### src/rtl/csr_bank_pkg.sv
// Shared register map, CTRL/STATUS bit positions and request FSM encoding for csr_bank.
package csr_bank_pkg;

    localparam logic [6:0] ADR_ID      = 7'h00;
    localparam logic [6:0] ADR_SCRATCH = 7'h01;
    localparam logic [6:0] ADR_CTRL    = 7'h02;
    localparam logic [6:0] ADR_STATUS  = 7'h03;
    localparam logic [6:0] ADR_CNT_LO  = 7'h04;
    localparam logic [6:0] ADR_CNT_HI  = 7'h05;
    localparam logic [6:0] ADR_LED     = 7'h06;

    localparam int CTRL_EN  = 0;
    localparam int CTRL_CLR = 1;

    localparam int ST_WRAP  = 0;
    localparam int ST_UNMAP = 1;
    localparam int ST_OVR   = 2;

    localparam logic [1:0] FSM_IDLE = 2'd0;
    localparam logic [1:0] FSM_WAIT = 2'd1;
    localparam logic [1:0] FSM_RESP = 2'd2;

    function automatic logic is_mapped(input logic [6:0] adr);
        return adr <= ADR_LED;
    endfunction

endpackage

### src/rtl/csr_snapcnt.sv
// Event counter with sync clear (dominant over increment), wrap pulse, and a
// snapshot of the high byte taken whenever the low byte is read.
module csr_snapcnt #(
    parameter int CNT_W = 16
) (
    input  logic       clk,
    input  logic       rst,
    input  logic       en,
    input  logic       inc,
    input  logic       clr,
    input  logic       snap,
    output logic [7:0] cnt_lo,
    output logic [7:0] snap_hi,
    output logic       wrap
);

    logic [CNT_W-1:0] cnt_q, cnt_d;
    logic [7:0]       snap_q, snap_d;

    always_comb begin
        cnt_d  = cnt_q;
        wrap   = 1'b0;
        snap_d = snap_q;
        if (clr) begin
            cnt_d = '0;
        end else if (en && inc) begin
            cnt_d = cnt_q + {{(CNT_W-1){1'b0}}, 1'b1};
            wrap  = &cnt_q;
        end
        // Snapshot uses the pre-edge value so LO and HI describe the same count.
        if (snap) begin
            snap_d = cnt_q[15:8];
        end
    end

    always_ff @(posedge clk or negedge rst) begin
        if (!rst) begin
            cnt_q  <= '0;
            snap_q <= '0;
        end else begin
            cnt_q  <= cnt_d;
            snap_q <= snap_d;
        end
    end

    assign cnt_lo  = cnt_q[7:0];
    assign snap_hi = snap_q;

endmodule

### src/rtl/csr_bank.sv
// CSR register bank: one request in flight, response RESP_DELAY cycles after acceptance.
// Side effects and read data are captured on the accepting edge; requests while busy are dropped.
module csr_bank
    import csr_bank_pkg::*;
#(
    parameter logic [7:0] ID_VALUE   = 8'hA5,
    parameter int         RESP_DELAY = 1,
    parameter int         CNT_W      = 16
) (
    input  logic       clk,
    input  logic       rst,
    input  logic       csr_req,
    input  logic       csr_we,
    input  logic [6:0] csr_adr,
    input  logic [7:0] csr_dat_in,
    input  logic       event_in,
    output logic [7:0] csr_dat_out,
    output logic       csr_ready,
    output logic [7:0] led
);

    localparam logic [3:0] DLY_LOAD = 4'(RESP_DELAY - 1);

    logic [1:0] state_q, state_d;
    logic [3:0] dly_q, dly_d;
    logic [7:0] rdata_q, rdata_d;
    logic [7:0] scratch_q, scratch_d;
    logic       ctrl_en_q, ctrl_en_d;
    logic [2:0] status_q, status_d;
    logic [7:0] led_q, led_d;

    logic       accept, wr;
    logic       cnt_clr, cnt_snap, cnt_wrap;
    logic [7:0] cnt_lo, snap_hi;
    logic [7:0] rd_val;
    logic [2:0] st_set, st_clr;

    csr_snapcnt #(.CNT_W(CNT_W)) u_cnt (
        .clk     (clk),
        .rst     (rst),
        .en      (ctrl_en_q),
        .inc     (event_in),
        .clr     (cnt_clr),
        .snap    (cnt_snap),
        .cnt_lo  (cnt_lo),
        .snap_hi (snap_hi),
        .wrap    (cnt_wrap)
    );

    always_comb begin
        accept   = csr_req && (state_q == FSM_IDLE);
        wr       = accept && csr_we;
        cnt_clr  = wr && (csr_adr == ADR_CTRL) && csr_dat_in[CTRL_CLR];
        cnt_snap = accept && !csr_we && (csr_adr == ADR_CNT_LO);

        case (csr_adr)
            ADR_ID:      rd_val = ID_VALUE;
            ADR_SCRATCH: rd_val = scratch_q;
            ADR_CTRL:    rd_val = {7'b0, ctrl_en_q};
            ADR_STATUS:  rd_val = {5'b0, status_q};
            ADR_CNT_LO:  rd_val = cnt_lo;
            ADR_CNT_HI:  rd_val = snap_hi;
            ADR_LED:     rd_val = led_q;
            default:     rd_val = 8'h00;
        endcase

        scratch_d = scratch_q;
        ctrl_en_d = ctrl_en_q;
        led_d     = led_q;
        if (wr) begin
            case (csr_adr)
                ADR_SCRATCH: scratch_d = csr_dat_in;
                ADR_CTRL:    ctrl_en_d = csr_dat_in[CTRL_EN];
                ADR_LED:     led_d     = csr_dat_in;
                default:     ;
            endcase
        end

        // Set has priority over W1C so an event landing on the clearing write survives.
        st_set           = '0;
        st_set[ST_WRAP]  = cnt_wrap;
        st_set[ST_UNMAP] = accept && !is_mapped(csr_adr);
        st_set[ST_OVR]   = csr_req && (state_q != FSM_IDLE);
        st_clr           = (wr && (csr_adr == ADR_STATUS)) ? csr_dat_in[2:0] : 3'b000;
        status_d         = (status_q & ~st_clr) | st_set;

        rdata_d = rdata_q;
        if (accept) begin
            rdata_d = csr_we ? csr_dat_in : rd_val;
        end

        state_d = state_q;
        dly_d   = dly_q;
        case (state_q)
            FSM_IDLE: if (accept) begin
                dly_d   = DLY_LOAD;
                state_d = (DLY_LOAD == 4'd0) ? FSM_RESP : FSM_WAIT;
            end
            FSM_WAIT: begin
                dly_d = dly_q - 4'd1;
                if (dly_q == 4'd1) state_d = FSM_RESP;
            end
            FSM_RESP: state_d = FSM_IDLE;
            default:  state_d = FSM_IDLE;
        endcase
    end

    always_ff @(posedge clk or negedge rst) begin
        if (!rst) begin
            state_q   <= FSM_IDLE;
            dly_q     <= '0;
            rdata_q   <= '0;
            scratch_q <= '0;
            ctrl_en_q <= 1'b0;
            status_q  <= '0;
            led_q     <= '0;
        end else begin
            state_q   <= state_d;
            dly_q     <= dly_d;
            rdata_q   <= rdata_d;
            scratch_q <= scratch_d;
            ctrl_en_q <= ctrl_en_d;
            status_q  <= status_d;
            led_q     <= led_d;
        end
    end

    assign csr_ready   = (state_q == FSM_RESP);
    assign csr_dat_out = csr_ready ? rdata_q : 8'h00;
    assign led         = led_q;

endmodule
### config.mk
export PLATFORM = sky130hd
export DESIGN_NAME = csr_bank
export DESIGN_NICKNAME = d
export VERILOG_FILES = /design/src/rtl/csr_bank_pkg.sv /design/src/rtl/csr_snapcnt.sv /design/src/rtl/csr_bank.sv
export SDC_FILE = /design/constraint.sdc
export NUM_CORES = 1
export LEC_CHECK = 0
export CAP_MARGIN = 15
export CORE_UTILIZATION = 55
export DETAILED_ROUTE_END_ITERATION = 7
export MAX_ROUTING_LAYER = met4
export PLACE_DENSITY = 0.8
export SLEW_MARGIN = 20
export SYNTH_ARGS = -nofsm -noshare
export SYNTH_HDL_FRONTEND = slang
export SYNTH_HIERARCHICAL = 1
export SYNTH_SLANG_ARGS = --single-unit
### constraint.sdc
create_clock -name clk -period 4.6 [get_ports clk]
set_input_delay 0.92 -clock clk [delete_from_list [all_inputs] [get_ports clk]]
set_output_delay 0.92 -clock clk [all_outputs]
set_load 0.05 [all_outputs]
==> impl_metrics.ini <==
[floorplanning]
dieArea_um2 = 5410
fp.coreArea_um2 = 4820
pin_count = 37
die_h_um = 73.5
die_w_um = 73.5
core.rowCount = 25
start_util_pct = 58.4

[critical_path]
path_cells = clkdlybuf4s50_1 > nor2b_1 > nand3_1 > nor3_2 > mux2_2
cp_slowest_cell = clkdlybuf4s50_1
path_class = in2reg
end_kind = flip-flop
critPathLaunchType = input pin
crit_required_ps = 4790
arrival_ps = 3290
rr_worst_depth = 7
max_stage_delay_ps = 810
crit_path_max_fanout = 13

[synthesis]
ys_types = 48
yosysMostFrequentCell = dfrtp_1
syn-num-nets = 284
synthDominantCellAreaShare_pct = 47.1
ys_seq_area_share_pct = 47.1
synthTopCellsByArea = dfrtp_1 47%, mux2_2 14%, nor2_1 2.8%
postSynthCellCount = 263
syn_area_um2 = 2820
synth_top_area_cell = dfrtp_1
synth-seq-cells = 53
synth_flop_cell = dfrtp_1
ys_async_sr_fraction_pct = 100
synth_edf_count = 0
syn_area_per_cell_um2 = 10.7
ys_top_cells_by_count = 53 x dfrtp_1, 34 x mux2_2, 21 x nor2_1
yosys_warnings = 6

[global_routing]
grt.overflow.total = 0
grt_pass1_vias = 2211
grt_max_degree = 54
antenna_found_initial = 0
grt_first_pass_wirelength_um = 10900
grt_usage_pct = 28.1

[timing]
rsz0062_at_grt = no
worst_slew_pin_slew_ps = 780
skew_ps = 9.08
drv_slew = 0
finalCriticalPeriod_ps = 3100
setup_ws_ps = 1500
tns_ps = 0
setup-violations-final = 0
fin_crit_sh_pct = 67.3
max_freq_ghz = 0.323
max_slew_margin_pct = 47.7
hold_violations = 0

[route]
first_pass_iters = 4
ant_nets = 0
vias = 2139
first_iter_violations = 157
drc_errors = 0
via_per_inst = 5.99
wl_per_cell_um = 18.4
drt_wl_total_um = 6570

[flow_run]
maxCapViolCount = 0

[placed_design]
place_ws_ps = 1180
dpl.hpwl_um = 4730
port_buffers = 36
gp_congestion = 0.820

[cts]
clockBufferDepth = 2
holdBufCountCts = 0
cts_sinks = 53
h-tree-depth = 2
ctsResizeCount = 0
postCtsSetupRepairBufs = 0
clk_latency_ps = 300
path_clk_slew_ps = 90
cts_tree = done
clock-root-buffer = clkbuf_8
numCtsBuffers = 5

[power_and_ir_drop]
ir_drop_v = 0.000243
power_leakage_uw = 0.00143
p_per_area_nw_per_um2 = 307
total_power_uw = 1010

[finish]
diodes = 0
final_util_pct = 68.4
layout.nets = 310
nFillCells = 382
drive_above_1_share_pct = 19.3
area_growth_pct = 17.1

[worst_hold_path]
min_path_cells = 1
min_path_type = reg2reg

[outcome]
status = complete, no violations
[cell type report]
class                           count  area (µm²)  area share, %
Tap cell                           67        83.8           2.54
Sequential cell                    53        1330           40.2
Multi-Input combinational cell    186        1360           41.2
Clock buffer                        5        68.8           2.09
Timing Repair Buffer               39         378           11.5
Clock inverter                      3        65.1           1.97
Inverter                            4        15.0          0.456
[cells in the final DEF, fill, tap and decap left out, drive strengths merged, types with 7 or more instances in the layout]
master / Yosys / routed
mux2: 34 / 34
and2: 10 / 10
nand2: 12 / 12
a21oi: 15 / 15
dfrtp: 53 / 53
nor3: 7 / 7
nand3: 7 / 7
nor2: 21 / 21
nor2b: 7 / 7
clkdlybuf4s50: 0 / 35
xnor2: 8 / 8
[state kept, by name, summed over array words and instances, names as in the netlist]
register	flops
u_cnt/snap_hi	8
status_q	3
scratch_q	8
led	8
ctrl_en_q	1
state_q	1
u_cnt/cnt_q	16
rdata_q	8
[worst paths after layout]
check / from / endpoint / slack, ps
max in group asynchronous: rst / scratch_q[7]$_DFFE_PN0P_ / 3440
hold reg to reg: status_q[1]$_DFF_PN0_ / status_q[1]$_DFF_PN0_ / 500
setup / recovery: csr_adr[1] / led[6]$_DFFE_PN0P_ / 1500
setup reg to reg: state_q[1]$_DFFE_PN0P_ / status_q[0]$_DFF_PN0_ / 1990
hold / removal: status_q[1]$_DFF_PN0_ / status_q[1]$_DFF_PN0_ / 500
min in group asynchronous: rst / u_cnt/cnt_q[3]$_DFFE_PN0P_ / 720
[stage by stage]
stage | area, µm² | instances | hold WS [ps]
2_1_floorplan | 2820 | 263 | 449
3_3_place_gp | 3160 | 349 | 460
3_5_place_dp | 3160 | 349 | 472
4_1_cts | 3300 | 357 | 493
5_1_grt | 3300 | 357 | 512
6_report | 3300 | 357 | 496
[logic make-up (layout without fill, tap and decap cells)]
group / count (synthesis) / after routing / synth area share [%]
AOI/OAI and AO/OA: 42 / 42 / 9.56
xor gates and xnor gates: 10 / 10 / 3.11
adders and majority gates: 1 / 1 / 0.444
buffers and inverters: 24 / 51 / 4.62
DFF: 53 / 53 / 47.1
muxes: 39 / 39 / 15.4
and+or+nand+nor: 94 / 94 / 19.8
[power by group]
group | leakage [µW] | internal, µW | switching (µW)
combinational | 0.000653 | 56.2 | 82.4
sequential | 0.000711 | 486 | 20.0
clock | 0.0000681 | 216 | 150
[worst max-delay path, delay by kind of cell]
family                 cells  cell delay [ps]
multiplexers               1              420
AND/OR/NAND/NOR            3             1140
buffers and inverters      1              810
[routing by layer]
metal  vias up  part of all wire [%]  GRT usage, %
met2        77                    49          44.0
met3         4                   5.7          5.90
met5         -                     0             -
li1        989                     -             -
met4         0                  0.67          8.55
met1      1069                    45          36.7
(Power assumes the default switching activity.)
